File: src/rtl/anubis_decrypt_core_if.sv
// anubis_decrypt_core_if: request, key-store and result signals of the Anubis decryption core.
interface anubis_decrypt_core_if;
   logic         start;
   logic [127:0] cin;
   logic [4:0]   rk_addr;
   logic [127:0] rk_data;
   logic         busy;
   logic         done;
   logic [127:0] pout;
   modport master (output start, cin, rk_data, input rk_addr, busy, done, pout);
   modport slave (input start, cin, rk_data, output rk_addr, busy, done, pout);
endinterface

File: src/rtl/anubis_decrypt_core.sv
// anubis_decrypt_core: iterative Anubis decryption, one round per clock, deriving the
// decryption keys from the encryption key store on the fly.
module anubis_decrypt_core #(
   parameter int ROUNDS = 12
) (
   input logic clk,
   input logic rst,
   anubis_decrypt_core_if.slave bus
);
   typedef enum logic [1:0] {IDLE, WHITEN, ROUND, FINAL} state_t;
   localparam logic [4:0] R5 = 5'(ROUNDS);
   localparam logic [63:0] P_BOX = 64'h3FE054BCDA967821;
   localparam logic [63:0] Q_BOX = 64'h9E56A23CF04D7B18;
   state_t state_q, state_d;
   logic [127:0] st_q, st_d, pout_q, pout_d, tg, rnd_full, rnd_last;
   logic [4:0] rc_q, rc_d, addr_q, addr_d;
   logic done_q, done_d;
   function automatic logic [3:0] p_box(input logic [3:0] x);
      return P_BOX[{~x, 2'b11} -: 4];
   endfunction
   function automatic logic [3:0] q_box(input logic [3:0] x);
      return Q_BOX[{~x, 2'b11} -: 4];
   endfunction
   // Involutional S-box: P|Q, bit cross, Q|P, bit cross, P|Q.
   function automatic logic [7:0] sbox(input logic [7:0] x);
      logic [7:0] a, b;
      a = {p_box(x[7:4]), q_box(x[3:0])};
      b = {a[7:6], a[3:2], a[5:4], a[1:0]};
      a = {q_box(b[7:4]), p_box(b[3:0])};
      b = {a[7:6], a[3:2], a[5:4], a[1:0]};
      return {p_box(b[7:4]), q_box(b[3:0])};
   endfunction
   function automatic logic [127:0] gamma(input logic [127:0] a);
      logic [127:0] r;
      for (int k = 0; k < 16; k++) r[8*k +: 8] = sbox(a[8*k +: 8]);
      return r;
   endfunction
   function automatic logic [127:0] tau(input logic [127:0] a);
      logic [127:0] r;
      for (int i = 0; i < 4; i++)
         for (int j = 0; j < 4; j++) r[127-8*(4*i+j) -: 8] = a[127-8*(4*j+i) -: 8];
      return r;
   endfunction
   function automatic logic [7:0] xt(input logic [7:0] x);
      return {x[6:0], 1'b0} ^ (x[7] ? 8'h1d : 8'h00);
   endfunction
   function automatic logic [7:0] mulh(input logic [7:0] x, input logic [1:0] h);
      return h == 2'd0 ? x : h == 2'd1 ? xt(x) : h == 2'd2 ? xt(xt(x)) : xt(xt(x)) ^ xt(x);
   endfunction
   // Row-vector times had(01,02,04,06) over GF(2^8) mod x^8+x^4+x^3+x^2+1.
   function automatic logic [127:0] theta(input logic [127:0] a);
      logic [127:0] r;
      logic [7:0] acc;
      for (int i = 0; i < 4; i++)
         for (int j = 0; j < 4; j++) begin
            acc = '0;
            for (int k = 0; k < 4; k++) acc ^= mulh(a[127-8*(4*i+k) -: 8], 2'(k ^ j));
            r[127-8*(4*i+j) -: 8] = acc;
         end
      return r;
   endfunction
   assign tg = tau(gamma(st_q));
   assign rnd_full = theta(tg) ^ theta(bus.rk_data);
   assign rnd_last = tg ^ bus.rk_data;
   assign bus.rk_addr = addr_q;
   assign bus.busy = state_q != IDLE;
   assign bus.done = done_q;
   assign bus.pout = pout_q;
   always_comb begin
      state_d = state_q;
      st_d = st_q;
      rc_d = rc_q;
      addr_d = addr_q;
      pout_d = pout_q;
      done_d = 1'b0;
      unique case (state_q)
         IDLE: if (bus.start) begin
            st_d = bus.cin;
            addr_d = R5;
            state_d = WHITEN;
         end
         WHITEN: begin
            st_d = st_q ^ bus.rk_data;
            addr_d = R5 - 5'd1;
            rc_d = 5'd1;
            state_d = ROUND;
         end
         ROUND: begin
            st_d = rnd_full;
            addr_d = addr_q - 5'd1;
            rc_d = rc_q + 5'd1;
            state_d = rc_q == R5 - 5'd1 ? FINAL : ROUND;
         end
         FINAL: begin
            st_d = rnd_last;
            pout_d = rnd_last;
            done_d = 1'b1;
            addr_d = '0;
            state_d = IDLE;
         end
         default: state_d = IDLE;
      endcase
   end
   always_ff @(posedge clk or posedge rst)
      if (rst) begin
         state_q <= IDLE;
         st_q <= '0;
         rc_q <= '0;
         addr_q <= '0;
         pout_q <= '0;
         done_q <= 1'b0;
      end else begin
         state_q <= state_d;
         st_q <= st_d;
         rc_q <= rc_d;
         addr_q <= addr_d;
         pout_q <= pout_d;
         done_q <= done_d;
      end
endmodule

File: src/flat_wrapper.sv
// flat-port wrapper written by rule: the top's interface ports become plain ports
module anubis_decrypt_core_flat 
#(
   parameter int ROUNDS = 12
)
  (clk, rst, bus_start, bus_cin, bus_rk_data, bus_rk_addr, bus_busy, bus_done, bus_pout);
  anubis_decrypt_core_if bus_i ();
  input logic clk;
  input logic rst;
  input wire logic [$bits(bus_i.start)-1:0] bus_start;
  input wire logic [$bits(bus_i.cin)-1:0] bus_cin;
  input wire logic [$bits(bus_i.rk_data)-1:0] bus_rk_data;
  output wire logic [$bits(bus_i.rk_addr)-1:0] bus_rk_addr;
  output wire logic [$bits(bus_i.busy)-1:0] bus_busy;
  output wire logic [$bits(bus_i.done)-1:0] bus_done;
  output wire logic [$bits(bus_i.pout)-1:0] bus_pout;
  assign bus_i.start = bus_start;
  assign bus_i.cin = bus_cin;
  assign bus_i.rk_data = bus_rk_data;
  assign bus_rk_addr = bus_i.rk_addr;
  assign bus_busy = bus_i.busy;
  assign bus_done = bus_i.done;
  assign bus_pout = bus_i.pout;
  anubis_decrypt_core #(.ROUNDS(ROUNDS)) u_core (.clk(clk), .rst(rst), .bus(bus_i));
endmodule
File: config.mk
export PLATFORM = sky130hd
export DESIGN_NAME = anubis_decrypt_core_flat
export DESIGN_NICKNAME = d
export VERILOG_FILES = /design/src/rtl/anubis_decrypt_core_if.sv /design/src/rtl/anubis_decrypt_core.sv /design/src/flat_wrapper.sv
export SDC_FILE = /design/constraint.sdc
export NUM_CORES = 2
export LEC_CHECK = 0
export ABC_AREA = 1
export CORE_MARGIN = 2
export CORE_UTILIZATION = 50
export DETAILED_ROUTE_END_ITERATION = 8
export GPL_TIMING_DRIVEN = 0
export PLACE_DENSITY = 0.7
export SETUP_SLACK_MARGIN = 0.1
export SLEW_MARGIN = 30
export SYNTH_ARGS = -nofsm -noshare
export SYNTH_HDL_FRONTEND = slang
export SYNTH_SLANG_ARGS = --single-unit
File: constraint.sdc
create_clock -name clk -period 11.2 [get_ports clk]
set_input_delay 2.24 -clock clk [delete_from_list [all_inputs] [get_ports clk]]
set_output_delay 2.24 -clock clk [all_outputs]
set_load 0.02 [all_outputs]
==> results.toml <==
[finish]
nNetsFinal = 8934
layout-drive-gt1-share = 0.0878
utilization = 0.576
num-fill-cells = 9533
area_delta_synth_final_pct = 14.7

[critical_path]
path_max_fanout = 8
slowest_stage = "dfrtp_1"
endpoint_kind = "register"
required_ns = 11.72
cpMostUsedCell = "nand2_1"
worstSetupPathType = "reg -> reg"
cp_slowest_stage_delay_ns = 0.51
arrival_ns = 5.38
cp-start-kind = "register"
ff2ff_setup_slack_ns = 6.34

[die]
dieArea_um2 = 97400
core-area_um2 = 94600
num_rows = 113
io_pins = 394
die_w_um = 312
die_y_um = 312
start_util = 0.502

[routing]
drt-vias-per-instance = 5.72
drtIter0Drc = 6561
wl_per_cell_um = 22.7
postRouteWirelength_mm = 219
vias = 55200
drt-pass1-iter-count = 9
ant_nets = 0
drc = 0

[logic_synthesis]
ys_seq_area_frac = 0.142
synthesis.instances = 7952
avgSynthCellArea_um2 = 5.97
ys_ff_latch = 269
yosysWarnings = 0
async_flop_share = 1.00
synthFlopType = "dfrtp_1"
syn-cell-area_um2 = 47500
synth_edf_count = 0
yosysUniqueCellTypes = 57
synth_nets = 8540

[cts]
worstSkewPairLatency_ns = 0.64
post_cts_resized = 0
clockBufferDepth = 3
clkSinkCount = 269
clk_pin_slew_ns = 0.06
cts_root_buf = "clkbuf_16"
h-tree-depth = 2
cts_buffers = 39
ctsHoldBuffers = 0
post_cts_buffers = 0
tritoncts = "done"

[sta]
worstMarginPinSlew_ns = 1.08
rsz0062_at_grt = "no"
finClkSkew_ns = 0.0192
setup_ws_ns = 6.34
min_period_over_period = 0.434
fin_crit_ns = 4.86
finalSetupViolations = 0
finalHoldViolCount = 0
max_freq_ghz = 0.206
slew_viol_final = 0
max-slew-margin-rel = 0.282

[global_routing]
met2_usage = 0.649
grt_pass1_wl_mm = 315
antenna_found_initial = 20
grt_most_used_layer = "met2"
grt_max_degree = 79
grt_use_total = 0.431
met1_usage = 0.548
grt_pass1_vias = 49400
use_met3 = 0.0907
grt_overflow = 0

[job]
drv_cap = 0

[worst_hold_path]
hold_class = "reg -> reg"

[placement]
gp_congestion = 1.02
hpwl_mm = 173
pre_cts_ws_ns = 6.04
port_buffers = 330

[status]
status = "completed"
## stage by stage
stage	instance area [um^2]	setup TNS [ns]	hold slack, ns	cells
after floorplan	47500	0	0.470	7952
after global placement	52400	-852.08	0.465	9547
after detailed placement	53000	0	0.465	9570
after CTS	54400	0	0.482	9636
after global routing	54400	0	0.490	9638
final	54500	0	0.476	9647
## final cells by class
type                            count  area [um^2]  area share
Antenna cell                       11         27.5    0.000505
Buffer                            235         1170      0.0215
Clock buffer                       50         1120      0.0206
Clock inverter                     16          290     0.00533
Inverter                          800         3030      0.0555
Multi-Input combinational cell   6648        36600       0.673
Sequential cell                   269         6730       0.124
Tap cell                         1265         1580      0.0291
Timing Repair Buffer              353         3880      0.0713
## placed cells by master (no fill, tap or decap), types with 18 or more instances in the layout
cell and count:
a211oi_1 55, a21oi_1 377, a31oi_1 21, buf_16 19, buf_2 48, buf_4 25, clkbuf_1 92, clkbuf_16 41
clkbuf_2 61, clkdlybuf4s50_1 330, dfrtp_1 269, ha_1 329, inv_1 623, inv_2 167, nand2_1 3007, nand2_2 135
nand3_1 790, nand3_2 18, nand3b_1 49, nor2_1 230, o211ai_1 50, o21ai_0 318, o21ai_1 98, o21ai_2 67
or2_1 22, or2_2 41, xnor2_1 347, xor2_1 521
## cells by family (layout without fill, tap and decap cells)
logic type | Yosys count | after routing | synth area share
flops | 269 | 269 | 0.142
compound gates | 1066 | 1066 | 0.130
xor+xnor | 884 | 884 | 0.166
simple gates | 4369 | 4369 | 0.389
fa+ha+maj | 329 | 329 | 0.0867
other cells | 0 | 11 | 0
buf+inv | 1035 | 1454 | 0.0863
## worst paths after layout
kind / from / endpoint / cells after the start
min in group asynchronous: rst / u_core.st_q[42] / 2
min reg2reg: u_core.bus.pout[4] / u_core.bus.pout[4] / 2
max: u_core.st_q[25] / u_core.st_q[108] / 29
min: u_core.bus.pout[4] / u_core.bus.pout[4] / 2
max in group asynchronous: rst / u_core.st_q[95] / 4
max reg2reg: u_core.st_q[25] / u_core.st_q[108] / 29
## Yosys cell counts, types with 21 or more instances
library cell / n / area (um^2)
o21ai_0: 318 / 1590
o21ai_2: 67 / 587
dfrtp_1: 269 / 6730
buf_2: 36 / 180
inv_2: 167 / 627
o211ai_1: 50 / 375
or2_2: 41 / 257
buf_4: 24 / 180
or2_1: 22 / 138
o21ai_1: 98 / 490
nand2_2: 135 / 845
nand3b_1: 49 / 368
a211oi_1: 55 / 413
xor2_1: 521 / 4560
a21oi_1: 377 / 1890
nand3_1: 790 / 3950
a31oi_1: 21 / 131
xnor2_1: 347 / 3040
ha_1: 329 / 4120
nand2_1: 3007 / 11300
clkbuf_1: 147 / 552
inv_1: 624 / 2340
nor2_1: 230 / 863
## state kept, by name (all words and copies together) (netlist names)
signal	flops
u_core.state_q	2
u_core.bus.done	1
u_core.st_q	128
u_core.bus.rk_addr	5
u_core.bus.pout	128
u_core.rc_q	5
## layer usage
layer / part of all wire / wire, um / up-vias
li1: - / - / 26100
met1: 0.39 / 85400 / 25200
met2: 0.42 / 91600 / 3066
met3: 0.11 / 23600 / 731
met4: 0.083 / 18100 / 20
met5: 0.00058 / 128 / -
## critical path, delay by kind of cell, from the launching register on
family | cells | cell delay [ns]
AO/OA/AOI/OAI | 3 | 0.67
adder cells (fa/ha/maj) | 3 | 0.87
buffers and inverters | 4 | 0.56
flip-flops | 1 | 0.51
AND/OR/NAND/NOR | 19 | 2.13
Power is left out: the tool's default activity adds up to more than one toggle a clock period on the data nets, which glitch-free logic cannot reach.
